File: config.mk
export PLATFORM = sky130hd
export DESIGN_NAME = sd_cmd_engine_flat
export DESIGN_NICKNAME = d
export VERILOG_FILES = /design/src/rtl/sd_cmd_engine_if.sv /design/src/rtl/sd_cmd_engine.sv /design/src/flat_wrapper.sv
export SDC_FILE = /design/constraint.sdc
export NUM_CORES = 1
export LEC_CHECK = 0
export BUFFER_PORTS_ARGS = -buffer_cell sky130_fd_sc_hd__buf_2
export CORE_ASPECT_RATIO = 0.8
export CORE_MARGIN = 4
export CORE_UTILIZATION = 45
export DETAILED_ROUTE_END_ITERATION = 10
export GPL_TIMING_DRIVEN = 1
export PLACE_DENSITY_LB_ADDON = 0.15
export SLEW_MARGIN = 10
export SYNTH_ARGS = -nofsm -noshare
export SYNTH_HDL_FRONTEND = slang
export SYNTH_SLANG_ARGS = --single-unit
File: constraint.sdc
create_clock -name clk -period 6.1 [get_ports clk]
set_input_delay 1.83 -clock clk [delete_from_list [all_inputs] [get_ports clk]]
set_output_delay 1.83 -clock clk [all_outputs]
set_load 0.05 [all_outputs]
File: src/rtl/sd_cmd_engine_if.sv
// Controller-facing handshake and response bus of sd_cmd_engine.
// master = SD controller FSM, slave = command engine.
interface sd_cmd_engine_if;
  logic         cmd_start;
  logic         cmd_ready;
  logic [5:0]   cmd_index;
  logic [31:0]  cmd_arg;
  logic [1:0]   resp_type;
  logic         done;
  logic [135:0] resp_data;
  logic         timeout;
  logic         crc_err;
  logic         index_err;

  modport master (
    output cmd_start, cmd_index, cmd_arg, resp_type,
    input  cmd_ready, done, resp_data, timeout, crc_err, index_err
  );

  modport slave (
    input  cmd_start, cmd_index, cmd_arg, resp_type,
    output cmd_ready, done, resp_data, timeout, crc_err, index_err
  );
endinterface

File: src/rtl/sd_cmd_engine.sv
// SD CMD-line engine: sends a 48-bit command with CRC7, then receives an R48/R136 response.
// Optional receive CRC7 checker built when SD_CMD_CRC_CHECK_EN is defined.
module sd_cmd_engine #(
  parameter int unsigned NCR_MAX = 64,
  parameter int unsigned NCC     = 8
) (
  input  logic            clk,
  input  logic            rst,
  input  logic            bit_en,
  sd_cmd_engine_if.slave  bus,
  output logic            cmd_o,
  output logic            cmd_oe,
  input  logic            cmd_i
);

  localparam int unsigned CMAX = (NCR_MAX > 136) ? ((NCR_MAX > NCC) ? NCR_MAX : NCC)
                                                 : ((NCC > 136) ? NCC : 136);
  localparam int unsigned CW   = $clog2(CMAX + 1);

  typedef enum logic [2:0] {IDLE, SEND, WAIT, RECV, GAP} state_t;

  state_t         state, state_next;
  logic [CW-1:0]  cnt;
  logic [39:0]    tx_sr;
  logic [6:0]     crc;
  logic [5:0]     idx_r;
  logic [1:0]     type_r;
  logic [135:0]   rx;
  logic           done_r, timeout_r, index_err_r;
  logic           ready, accept, tx_bit, last_rx;
  logic [135:0]   rx_next;

  function automatic logic [6:0] crc_step(input logic [6:0] c, input logic b);
    logic fb;
    fb = c[6] ^ b;
    return {c[5:0], 1'b0} ^ {3'b000, fb, 2'b00, fb};
  endfunction

  assign ready  = (state == IDLE) && !done_r;
  assign accept = bus.cmd_start && ready;

  always_comb begin
    state_next = state;
    tx_bit     = 1'b1;
    rx_next    = {rx[134:0], cmd_i};
    last_rx    = (cnt == ((type_r == 2'd2) ? CW'(135) : CW'(47)));
    if (cnt < CW'(40))
      tx_bit = tx_sr[39];
    else if (cnt < CW'(47))
      tx_bit = crc[6];
    case (state)
      IDLE: if (accept) state_next = SEND;
      SEND: if (bit_en && cnt == CW'(47)) state_next = (type_r == 2'd0) ? GAP : WAIT;
      WAIT: if (bit_en) begin
        if (!cmd_i)
          state_next = RECV;
        else if (cnt == CW'(NCR_MAX - 1))
          state_next = GAP;
      end
      RECV: if (bit_en && last_rx) state_next = GAP;
      GAP:  if (bit_en && cnt == CW'(NCC - 1)) state_next = IDLE;
      default: state_next = IDLE;
    endcase
  end

  always_ff @(posedge clk or negedge rst) begin
    if (!rst) state <= IDLE;
    else      state <= state_next;
  end

  always_ff @(posedge clk or negedge rst) begin
    if (!rst) begin
      cnt         <= '0;
      tx_sr       <= '0;
      crc         <= '0;
      idx_r       <= '0;
      type_r      <= '0;
      rx          <= '0;
      done_r      <= 1'b0;
      timeout_r   <= 1'b0;
      index_err_r <= 1'b0;
      cmd_o       <= 1'b1;
      cmd_oe      <= 1'b0;
    end else begin
      done_r <= 1'b0;
      // Entering RECV already consumed the start bit, so the bit index starts at 1.
      if (state_next != state)
        cnt <= (state_next == RECV) ? CW'(1) : '0;
      else if (bit_en && state != IDLE)
        cnt <= cnt + 1'b1;
      if (bit_en) begin
        cmd_oe <= (state == SEND);
        cmd_o  <= (state == SEND) ? tx_bit : 1'b1;
      end
      case (state)
        IDLE: if (accept) begin
          tx_sr       <= {2'b01, bus.cmd_index, bus.cmd_arg};
          idx_r       <= bus.cmd_index;
          type_r      <= bus.resp_type;
          crc         <= '0;
          rx          <= '0;
          timeout_r   <= 1'b0;
          index_err_r <= 1'b0;
        end
        // Shifting the CRC out leaves it zero, ready to be reused by the receive checker.
        SEND: if (bit_en) begin
          if (cnt < CW'(40)) begin
            tx_sr <= {tx_sr[38:0], 1'b0};
            crc   <= crc_step(crc, tx_sr[39]);
          end else begin
            crc <= {crc[5:0], 1'b0};
          end
        end
        WAIT: if (bit_en) begin
          if (!cmd_i)
            rx <= rx_next;
          else if (cnt == CW'(NCR_MAX - 1))
            timeout_r <= 1'b1;
        end
        RECV: if (bit_en) begin
          rx <= rx_next;
`ifdef SD_CMD_CRC_CHECK_EN
          if ((type_r == 2'd1 && cnt < CW'(40)) ||
              (type_r == 2'd2 && cnt >= CW'(8) && cnt < CW'(128)))
            crc <= crc_step(crc, cmd_i);
`endif
          if (last_rx && type_r == 2'd1)
            index_err_r <= (rx_next[45:40] != idx_r);
        end
        GAP: if (bit_en && cnt == CW'(NCC - 1)) done_r <= 1'b1;
        default: ;
      endcase
    end
  end

`ifdef SD_CMD_CRC_CHECK_EN
  logic crc_err_r;

  always_ff @(posedge clk or negedge rst) begin
    if (!rst)
      crc_err_r <= 1'b0;
    else if (accept)
      crc_err_r <= 1'b0;
    else if (state == RECV && bit_en && last_rx && (type_r == 2'd1 || type_r == 2'd2))
      crc_err_r <= (crc != rx_next[7:1]);
  end

  assign bus.crc_err = crc_err_r;
`else
  assign bus.crc_err = 1'b0;
`endif

  assign bus.cmd_ready = ready;
  assign bus.done      = done_r;
  assign bus.resp_data = rx;
  assign bus.timeout   = timeout_r;
  assign bus.index_err = index_err_r;

endmodule

File: src/flat_wrapper.sv
// flat-port wrapper written by rule: the top's interface ports become plain ports
module sd_cmd_engine_flat 
#(
  parameter int unsigned NCR_MAX = 64,
  parameter int unsigned NCC     = 8
)
  (clk, rst, bit_en, cmd_o, cmd_oe, cmd_i, bus_cmd_start, bus_cmd_index, bus_cmd_arg, bus_resp_type, bus_cmd_ready, bus_done, bus_resp_data, bus_timeout, bus_crc_err, bus_index_err);
  sd_cmd_engine_if bus_i ();
  input  logic clk;
  input  logic rst;
  input  logic bit_en;
  output logic cmd_o;
  output logic cmd_oe;
  input  logic cmd_i;
  input wire logic [$bits(bus_i.cmd_start)-1:0] bus_cmd_start;
  input wire logic [$bits(bus_i.cmd_index)-1:0] bus_cmd_index;
  input wire logic [$bits(bus_i.cmd_arg)-1:0] bus_cmd_arg;
  input wire logic [$bits(bus_i.resp_type)-1:0] bus_resp_type;
  output wire logic [$bits(bus_i.cmd_ready)-1:0] bus_cmd_ready;
  output wire logic [$bits(bus_i.done)-1:0] bus_done;
  output wire logic [$bits(bus_i.resp_data)-1:0] bus_resp_data;
  output wire logic [$bits(bus_i.timeout)-1:0] bus_timeout;
  output wire logic [$bits(bus_i.crc_err)-1:0] bus_crc_err;
  output wire logic [$bits(bus_i.index_err)-1:0] bus_index_err;
  assign bus_i.cmd_start = bus_cmd_start;
  assign bus_i.cmd_index = bus_cmd_index;
  assign bus_i.cmd_arg = bus_cmd_arg;
  assign bus_i.resp_type = bus_resp_type;
  assign bus_cmd_ready = bus_i.cmd_ready;
  assign bus_done = bus_i.done;
  assign bus_resp_data = bus_i.resp_data;
  assign bus_timeout = bus_i.timeout;
  assign bus_crc_err = bus_i.crc_err;
  assign bus_index_err = bus_i.index_err;
  sd_cmd_engine #(.NCR_MAX(NCR_MAX), .NCC(NCC)) u_core (.clk(clk), .rst(rst), .bit_en(bit_en), .bus(bus_i), .cmd_o(cmd_o), .cmd_oe(cmd_oe), .cmd_i(cmd_i));
endmodule
==> results of run 1 <==
## worst max-delay path, cell delays in order (launching register included)
cell,delay [ns]
dfrtp_1,0.60
nor4_4,0.40
buf_2,0.33
## synth_stat cells (all sizes together), types with 2 or more instances
| master | number | area (µm²) |
|---|---|---|
| a21o | 3 | 22.5 |
| a21oi | 40 | 200 |
| a31oi | 4 | 25.0 |
| and3b | 2 | 17.5 |
| and4 | 2 | 18.8 |
| buf | 39 | 219 |
| clkbuf | 30 | 113 |
| dfrtp | 206 | 5150 |
| inv | 4 | 15.0 |
| mux2 | 8 | 90.1 |
| mux2i | 38 | 380 |
| nand2 | 290 | 1090 |
| nand2b | 2 | 12.5 |
| nand3 | 144 | 721 |
| nand3b | 2 | 15.0 |
| nand4 | 2 | 12.5 |
| nand4b | 2 | 17.5 |
| nor2 | 54 | 203 |
| nor2b | 2 | 12.5 |
| nor3 | 2 | 10.0 |
| nor3b | 2 | 15.0 |
| nor4 | 2 | 27.5 |
| o21a | 2 | 15.0 |
| o21ai | 13 | 68.8 |
| xnor2 | 4 | 35.0 |
| xor2 | 11 | 96.3 |
## placed cells by master (no fill, tap or decap), drive strengths merged, types with 4 or more instances in the layout
cell type    n
nor2        54
o21ai       13
inv          5
clkinv       8
a31oi        4
clkbuf      27
mux2i       38
buf        193
nand3      144
xor2        11
mux2         8
a21oi       40
xnor2        4
nand2      290
dfrtp      206
## flip-flops by register name, summed over array words and instances, names as in the netlist
name	flops
u_core.bus.resp_data	136
u_core.type_r	2
u_core.state	3
u_core.tx_sr	40
u_core.cmd_o	1
u_core.bus.index_err	1
u_core.bus.done	1
u_core.bus.timeout	1
u_core.cmd_oe	1
u_core.crc	7
u_core.idx_r	6
u_core.cnt	8
## metal layers
metal / part of all wire (%) / vias up
met2: 42 / 161
li1: - / 3373
met3: 7.2 / 17
met4: 1.2 / 0
met5: 0 / -
met1: 49 / 3227
## path summary, 6_finish.rpt
check                                          start                         to  slack (ns)  cells past startpoint
setup / recovery                     u_core.state[2]              bus_cmd_ready        2.45                      2
hold / removal             u_core.bus.resp_data[135]  u_core.bus.resp_data[135]        0.47                      2
setup reg to reg                     u_core.state[2]   u_core.bus.resp_data[45]        3.06                      5
hold reg to reg            u_core.bus.resp_data[135]  u_core.bus.resp_data[135]        0.47                      2
max in group asynchronous                        rst   u_core.bus.resp_data[76]        3.66                      2
min in group asynchronous                        rst            u_core.tx_sr[0]        1.46                      1
## final cells by class
cell class                 count  share of cell area (%)
timing repair buffer         194                    9.67
multi-input combinational    651                    31.4
sequential                   207                    48.9
clock inverter                12                    1.31
tap                          258                    3.05
inverter                       4                   0.142
clock buffer                  26                    5.52
## logic make-up (layout without fill, tap and decap cells)
kind of cell / after synthesis / in the layout / synth area share [%]
adder cells (fa/ha/maj): 1 / 1 / 0.142
AND/OR/NAND/NOR: 514 / 514 / 25.2
XOR/XNOR: 15 / 15 / 1.49
AO/OA/AOI/OAI: 74 / 74 / 5.09
buffers and inverters: 73 / 236 / 3.93
flip-flops: 207 / 207 / 58.7
multiplexers: 46 / 46 / 5.33
other: 1 / 1 / 0.0425
## stage by stage
step                      total power (µW)  instances
after global routing                  3520       1352
after detailed placement              2030       1314
after CTS                             3380       1352
after floorplan                       1920        931
after global placement                2020       1314
final                                 3350       1352
## power by group
part / internal, µW / switching (µW)
combinational: 163 / 220
sequential: 1520 / 97.3
clock: 809 / 537
total: 2490 / 854
==> impl_results.md, run 1 <==
* Status: finished clean
* GRT overflow at 0
* Worst-path clk slew at approximately 0.06 ns
* Fin Clk Skew at roughly 0.0086 ns
* Clk Latency, worst-skew pair at 0.49 ns
* Crit Path Category: reg -> out
* VDD IR max at about 160 µV
* Pin count of the biggest net entering global routing at 115
* Vias per cell at around 5
* Fin nets at 1125
* CP Launch Type: register
* Ys flop type: dfrtp_1
* IO Pins at roughly 190
* Synth async-reset ratio at between 90% and 100%
* Via Count at 6778
* H-tree levels at 1
* Mapped Area at ~8800 µm²
* Antenna cells at 0
* Die width at between 150 and 200 µm
* Cts repair resizes at 0
* M3 GR Usage at under 10%
* Initial DRC Count at 535
* Number of synthesized flops with an enable pin at 0
* Clk sinks at 207
* Area of the multi-input gates at around 3300 µm²
* Root buf cell: clkbuf_16
* First-pass DRT Iterations at 5
* Global-route wire length before repair at 33900 µm
* Max-cap violations at 0
* CTS tree: done
* FP Rows at 45
* Leak at approximately 0.0060 µW
* Fin crit period at ~3.7 ns
* Final WL at between 20000 and 25000 µm
* DP HPWL at 13200 µm
* Postcts setup bufs at 0
* Area Growth Syn to Fin at 20.1%
* Final Hold Fails at 0
* Die height at between 100 and 150 µm
* WL/cell at between 15 and 20 µm
* Slew Viols, Final at 0
* Initial antenna violation count at 0
* Worst EP required at roughly 4.3 ns
* Register Area at ~5200 µm²
* Core Area at ~19000 µm²
* Total CTS buffers at 21
* Worst Hold Margin at ~0.47 ns
* Area after DPL at between 9000 and 10000 µm²
* Arr. time, crit path at roughly 1.8 ns
* Full die area at 21900 µm²
* M1 GR Usage at between 20% and 30%
* Post-route cell area at roughly 11000 µm²
* Fmax at roughly 270 MHz
* Worst slew pin tran at about 1.2 ns
* Avg Inst Size Synth at 9.47 µm²
* CTS Hold Bufs at 0
* Core Util, Final at 55.5%
* Met2 usage at 25.6%
* Post-DRT Antenna Nets at 0
* Most crowded layer after global routing: met1
* Starting Density at a little under half
* Port bufs at 186
* PwrDens at 316 nW/µm²
* Yosys reg bits at ~210
* Fin worst setup slack at between 2 and 2.5 ns
* Setup_tns at 0 ns
* Cells after Synth at ~930
* Bufs on Longest Clock Path at 3
* Vias in the first global route at between 6k and 7k
* Sequential-to-total area share from yosys stat at a little under 60%
* Final period utilization at around 60%
* GP Congestion at 0.757
* Synth warn at 0
* Setup crit end kind: primary output
* Cell variety after synth at 54
* Worst hold path class: reg -> reg
* GR Util All Layers at a little under a fifth
* RSZ-0062 raised after global routing: false
* Setup violators final at 0
* # DRC at 0
* Synthesized net count at between 900 and 1k
* Number of fillers in the final layout at ~1.8k
* Share of post-route cells with drive strength above 1 at around 23%
* Pre-CTS setup slack at about 1.9 ns
* Max Fanout on Critical Path at 14
* Slew headroom at 22.3%
(Power assumes the default switching activity.)
==> run 2: changes to the inputs <==
==> constraint.sdc (replaced) <==
create_clock -name clk -period 3 [get_ports clk]
set_input_delay 0.9 -clock clk [delete_from_list [all_inputs] [get_ports clk]]
set_output_delay 0.9 -clock clk [all_outputs]
set_load 0.05 [all_outputs]
==> run 2 against run 1 <==
  * Count of clock-buffer cells in the layout is 5 higher
  * Via count is 1.5% higher
  * First-iteration DRC count down 13%
  * Sequential power up 100%
  * Clock power up 110%
  * Die area unchanged
  * Sequential cell count stayed put
==> impl_results.md, run 2 (synthesized netlist as in run 1, its figures left out) <==
* Global-route wire length before repair at 35100 µm (was 33900 µm)
* Port bufs at 186 (unchanged)
* Leak at 0.00613 µW (was 0.00599 µW)
* Area Growth Syn to Fin at 23.4% (was 20.1%)
* Initial antenna violation count at 0 (unchanged)
* Number of fillers in the final layout at 1686 (was 1769)
* CP cell instances: nor4_4 -> buf_2 (unchanged)
* Most frequent cells in the layout: 290 x nand2_1, 206 x dfrtp_1, 185 x buf_2, 144 x nand3_1, 54 x nor2_1 (unchanged)
* IO Pins at 188 (unchanged)
* Antenna cells at 0 (unchanged)
* Final Hold Fails at 0 (unchanged)
* Crit Path Category: reg -> out (unchanged)
* Final WL at 21200 µm (was 20900 µm)
* Slew Viols, Final at 0 (unchanged)
* GRT overflow at 0 (unchanged)
* Post-route cell area at 10900 µm² (was 10600 µm²)
* WL/cell at 15.5 µm (was 15.4 µm)
* CTS Hold Bufs at 0 (unchanged)
* H-tree levels at 1 (unchanged)
* Cts repair resizes at 0 (unchanged)
* Vias in the first global route at 6575 (was 6267)
* Fmax at between 300 and 400 MHz
* Setup violators final at 0 (unchanged)
* Worst slew pin tran at 0.716 ns (was 1.17 ns)
* Initial DRC Count at 468 (was 535)
* Fin Clk Skew at 0.0170 ns (was 0.00861 ns)
* Max Fanout on Critical Path at 14 (unchanged)
* PwrDens at 642 nW/µm² (was 316 nW/µm²)
* Root buf cell: clkbuf_16 (unchanged)
* DP HPWL at 13900 µm (was 13200 µm)
* Fin nets at 1141 (was 1125)
* Setup_tns at 0 ns (unchanged)
* Register Area at 5180 µm² (unchanged)
* CP Launch Type: register (unchanged)
* CTS tree: done (unchanged)
* Via Count at 6879 (was 6778)
* Area after DPL at 10100 µm² (was 9870 µm²)
* Status: finished clean (unchanged)
* Max FFs per register at 136 (unchanged)
* Worst EP required at 2.10 ns (was 4.27 ns)
* Max-cap violations at 0 (unchanged)
* GP Congestion at 0.819 (was 0.757)
* Bufs on Longest Clock Path at 3 (unchanged)
* Die width at 165 µm (unchanged)
* Slew headroom at 51.7% (was 22.3%)
* Fin worst setup slack at 0.247 ns (was 2.45 ns)
* Pin count of the biggest net entering global routing at 80 (was 115)
* Post-DRT Antenna Nets at 0 (unchanged)
* Commonest non-fill, non-tap cell in the layout: nand2_1 (unchanged)
* Area of the multi-input gates at 3330 µm² (unchanged)
* Share of post-route cells with drive strength above 1 at 24.0% (was 22.9%)
* Clk sinks at 207 (unchanged)
* Pre-CTS setup slack at 0.219 ns (was 1.92 ns)
* Die height at 133 µm (unchanged)
* Fin crit period at between 2 and 3 ns
* Final period utilization at 91.8%
* # DRC at 0 (unchanged)
* Postcts setup bufs at 0 (unchanged)
* First-pass DRT Iterations at 5 (unchanged)
* CP top delay family: flip-flops (unchanged)
* FP Rows at 45 (unchanged)
* CP bufs+invs at 1 (unchanged)
* Clk Latency, worst-skew pair at 0.51 ns (was 0.49 ns)
* Starting Density at 46.2% (unchanged)
* Total CTS buffers at 22 (was 21)
* Worst Hold Margin at 0.388 ns (was 0.467 ns)
* Slowest cell on crit path: dfrtp_1 (unchanged)
* Core Area at 19100 µm² (unchanged)
* Full die area at 21900 µm² (unchanged)
* Arr. time, crit path at 1.85 ns (was 1.82 ns)
* RSZ-0062 raised after global routing: false (unchanged)
* GR Util All Layers at 19.2% (was 18.4%)
* VDD IR max at 336 µV (was 156 µV)
* Worst-path clk slew at 0.06 ns (about the same)
* Worst hold path class: in -> async (was reg -> reg)
* CP peak stage delay at 0.61 ns (was 0.60 ns)
* Vias per cell at 5.03 (was 5.01)
* Setup crit end kind: primary output (unchanged)
## run 2: worst paths after layout
path / startpoint / slack, ns / cells past startpoint / endpoint
max: u_core.state[2] / 0.25 / 2 / bus_cmd_ready
min: rst / 0.39 / 1 / u_core.bus.done
max reg2reg: u_core.state[2] / 0.60 / 6 / u_core.cnt[4]
min reg2reg: u_core.bus.resp_data[135] / 0.46 / 2 / u_core.bus.resp_data[135]
max in group asynchronous: rst / 1.94 / 2 / u_core.bus.resp_data[98]
min in group clk: u_core.bus.resp_data[135] / 0.46 / 2 / u_core.bus.resp_data[135]
## run 2: report_power, final
part	internal, µW	switching (µW)	total [µW]
clock network	1780	1110	2880
registers	3090	196	3290
logic	361	459	820
## run 2: area by class of cell
type | instances | area share, %
clock buffers | 31 | 6.01
clock inverters | 8 | 1.16
inverters | 4 | 0.138
multi-input cells | 651 | 30.5
flip-flops and latches | 207 | 47.6
well taps | 258 | 2.96
repair buffers | 209 | 11.6
## run 2: metal layers
metal	track usage (%)	up-vias	routed length, µm
met4	3.60	0	330
met3	5.47	21	1500
met5	0	-	0
met2	26.9	161	9160
met1	30.0	3287	10200
li1	-	3410	-
## run 2: stage by stage
step | utilization [%] | power [µW] | instances
after detailed placement | 53.0 | 4170 | 1329
after global routing | 57.0 | 7370 | 1368
after global placement | 53.0 | 4140 | 1329
final | 57.0 | 6990 | 1368
after CTS | 57.0 | 7080 | 1368
after floorplan | - | 3900 | 931
==> run 3: changes to the inputs <==
--- a/config.mk
+++ b/config.mk
@@ -10,9 +10,10 @@
 export CORE_MARGIN = 4
 export CORE_UTILIZATION = 45
 export DETAILED_ROUTE_END_ITERATION = 10
-export GPL_TIMING_DRIVEN = 1
+export GPL_TIMING_DRIVEN = 0
 export PLACE_DENSITY_LB_ADDON = 0.15
 export SLEW_MARGIN = 10
 export SYNTH_ARGS = -nofsm -noshare
 export SYNTH_HDL_FRONTEND = slang
 export SYNTH_SLANG_ARGS = --single-unit
+export TNS_END_PERCENT = 1
==> run 3 against run 2 <==
  * Total power shrank 3.4%
  * Clock power is 8.7% lower
  * Sequential share of layout area is 0.30 points higher
  * Fmax grew 1.8%
  * First-iteration DRC count grew 36%
  * Critical endpoint unchanged
  * Largest power group unchanged
==> impl_results.md, run 3 (synthesized netlist as in run 1, its figures left out) <==
* Status: finished clean (unchanged)
* DP HPWL at 15100 µm (was 13900 µm)
* Global-route wire length before repair at 35200 µm (was 35100 µm)
* Clk Latency, worst-skew pair at 0.50 ns (was 0.51 ns)
* Core Area at 19100 µm² (unchanged)
* Critical Path Start: u_core.state[1] (was u_core.state[2])
* Final WL at 22000 µm (was 21200 µm)
* Fin Clk Skew at 0.00755 ns (was 0.0170 ns)
* FP Rows at 45 (unchanged)
* # DRC at 0 (unchanged)
* Fin nets at 1188 (was 1141)
* Worst-path clk slew at 0.06 ns (about the same)
* Bufs on Longest Clock Path at 3 (unchanged)
* Area after DPL at 10100 µm² (about the same)
* Max Fanout on Critical Path at 10 (was 14)
* Postcts setup bufs at 0 (unchanged)
* Area Growth Syn to Fin at 22.7% (was 23.4%)
* WL/cell at 15.6 µm (was 15.5 µm)
* Register-to-Register Path Depth at 7 (was 6)
* Fin crit period at 2.71 ns (was 2.75 ns)
* CP Launch Type: register (unchanged)
* IO Pins at 188 (unchanged)
* GR Util All Layers at 19.6% (was 19.2%)
* Initial DRC Count at 637 (was 468)
* PwrDens at 624 nW/µm² (was 642 nW/µm²)
* Vias per cell at 4.98 (was 5.03)
* Worst slew pin tran at 0.791 ns (was 0.716 ns)
* Max-cap violations at 0 (unchanged)
* Die width at 165 µm (unchanged)
* Inst Count DP at 1376 (was 1329)
* Pin count of the biggest net entering global routing at 108 (was 80)
* Origin of the critical flop-to-flop path: u_core.state[2] (unchanged)
* Slew headroom at 47.2% (was 51.7%)
* H-tree levels at 1 (unchanged)
* Worst hold path class: in -> async (unchanged)
* Total CTS buffers at 22 (unchanged)
* GRT overflow at 0 (unchanged)
* Final Hold Fails at 0 (unchanged)
* CP cell instances: buf_2 -> nor4_4 -> buf_2 (was nor4_4 -> buf_2)
* Fin cells at 1414 (was 1368)
* Worst EP required at 2.10 ns (about the same)
* Number of fillers in the final layout at 1752 (was 1686)
* Fmax at 370 MHz (was 363 MHz)
* Setup crit end kind: primary output (unchanged)
* CP bufs+invs at 2 (was 1)
* Max FFs per register at 136 (unchanged)
* Arr. time, crit path at 1.81 ns (was 1.85 ns)
* RSZ-0062 raised after global routing: false (unchanged)
* R2R Path End: u_core.bus.resp_data[76] (was u_core.cnt[4])
* Slew Viols, Final at 0 (unchanged)
* Reg2reg setup slack at 0.48 ns (was 0.60 ns)
* Crit Path Category: reg -> out (unchanged)
* Vias in the first global route at 6538 (was 6575)
* Clk sinks at 207 (unchanged)
* CP top delay family: buffers and inverters (was flip-flops)
* Setup violators final at 0 (unchanged)
* Die height at 133 µm (unchanged)
* VDD IR max at 319 µV (was 336 µV)
* Post-route cell area at 10800 µm² (was 10900 µm²)
* CTS tree: done (unchanged)
* GP Congestion at 0.814 (was 0.819)
* Post-DRT Antenna Nets at 0 (unchanged)
* Setup_tns at 0 ns (unchanged)
* Full die area at 21900 µm² (unchanged)
* Most frequent cell on the critical path: buf_2
* Share of post-route cells with drive strength above 1 at 23.6% (was 24.0%)
* Worst Setup EP: bus_cmd_ready (unchanged)
* Via Count at 7038 (was 6879)
* Commonest non-fill, non-tap cell in the layout: nand2_1 (unchanged)
* First-pass DRT Iterations at 5 (unchanged)
* Critical path depth at 3 (was 2)
* Leak at 0.00614 µW (was 0.00613 µW)
* CP peak stage delay at 0.40 ns (was 0.61 ns)
* Initial antenna violation count at 0 (unchanged)
* Port bufs at 186 (unchanged)
* Starting Density at 46.2% (unchanged)
* Worst Hold Margin at 0.437 ns (was 0.388 ns)
* Most frequent cells in the layout: 290 x nand2_1, 213 x buf_2, 206 x dfrtp_1, 144 x nand3_1, 54 x nor2_1 (was 290 x nand2_1, 206 x dfrtp_1, 185 x buf_2, 144 x nand3_1, 54 x nor2_1)
* CTS Hold Bufs at 0 (unchanged)
* Antenna cells at 0 (unchanged)
* Cts repair resizes at 0 (unchanged)
* Final period utilization at 90.2% (was 91.8%)
* Slowest cell on crit path: nor4_4 (was dfrtp_1)
* Root buf cell: clkbuf_16 (unchanged)
-- run 3: changes by cell type in the layout (fill, tap and decap cells not counted), moves of 2 or more --
cell and delta:
buf_1 +2, buf_12 -12, buf_2 +28, buf_4 -3, bufinv_16 -3, clkbuf_1 +32
-- run 3: worst min path at each step --
stage                 endpoint  cells after the start
2_1_floorplan    u_core.crc[1]                      2
3_3_place_gp     u_core.crc[6]                      2
3_5_place_dp     u_core.crc[6]                      2
4_1_cts        u_core.tx_sr[0]                      1
5_1_grt        u_core.tx_sr[0]                      1
6_report       u_core.tx_sr[0]                      1
-- run 3: metal layers --
metal | vias up | share of wire (%) | GRT usage, %
met5 | - | 0 | 0
met4 | 0 | 1.7 | 4.02
met3 | 27 | 6.7 | 5.41
met2 | 164 | 43 | 27.6
met1 | 3333 | 49 | 30.3
li1 | 3514 | - | -
-- run 3: layout make-up --
class | instances | area, µm² | share of cell area [%]
multi-input combinational | 651 | 3290 | 30.4
buffer | 69 | 332 | 3.06
inverter | 4 | 15.0 | 0.139
clock inverter | 4 | 31.3 | 0.289
timing repair buffer | 187 | 968 | 8.95
sequential | 207 | 5180 | 47.9
clock buffer | 34 | 676 | 6.24
tap | 258 | 323 | 2.98
-- run 3: stage by stage --
stage	total power, µW	util (%)	setup WS [ns]
final	6750	56.7	0.295
after CTS	6830	56.7	0.281
after floorplan	3900	-	0.675
after global routing	7080	56.7	0.210
after detailed placement	4180	53.0	0.114
after global placement	4150	52.8	-2.61
-- run 3: power by group --
group | total, µW | internal, µW | switching [µW]
sequential | 3260 | 3090 | 173
combinational | 853 | 358 | 495
clock | 2630 | 1550 | 1090
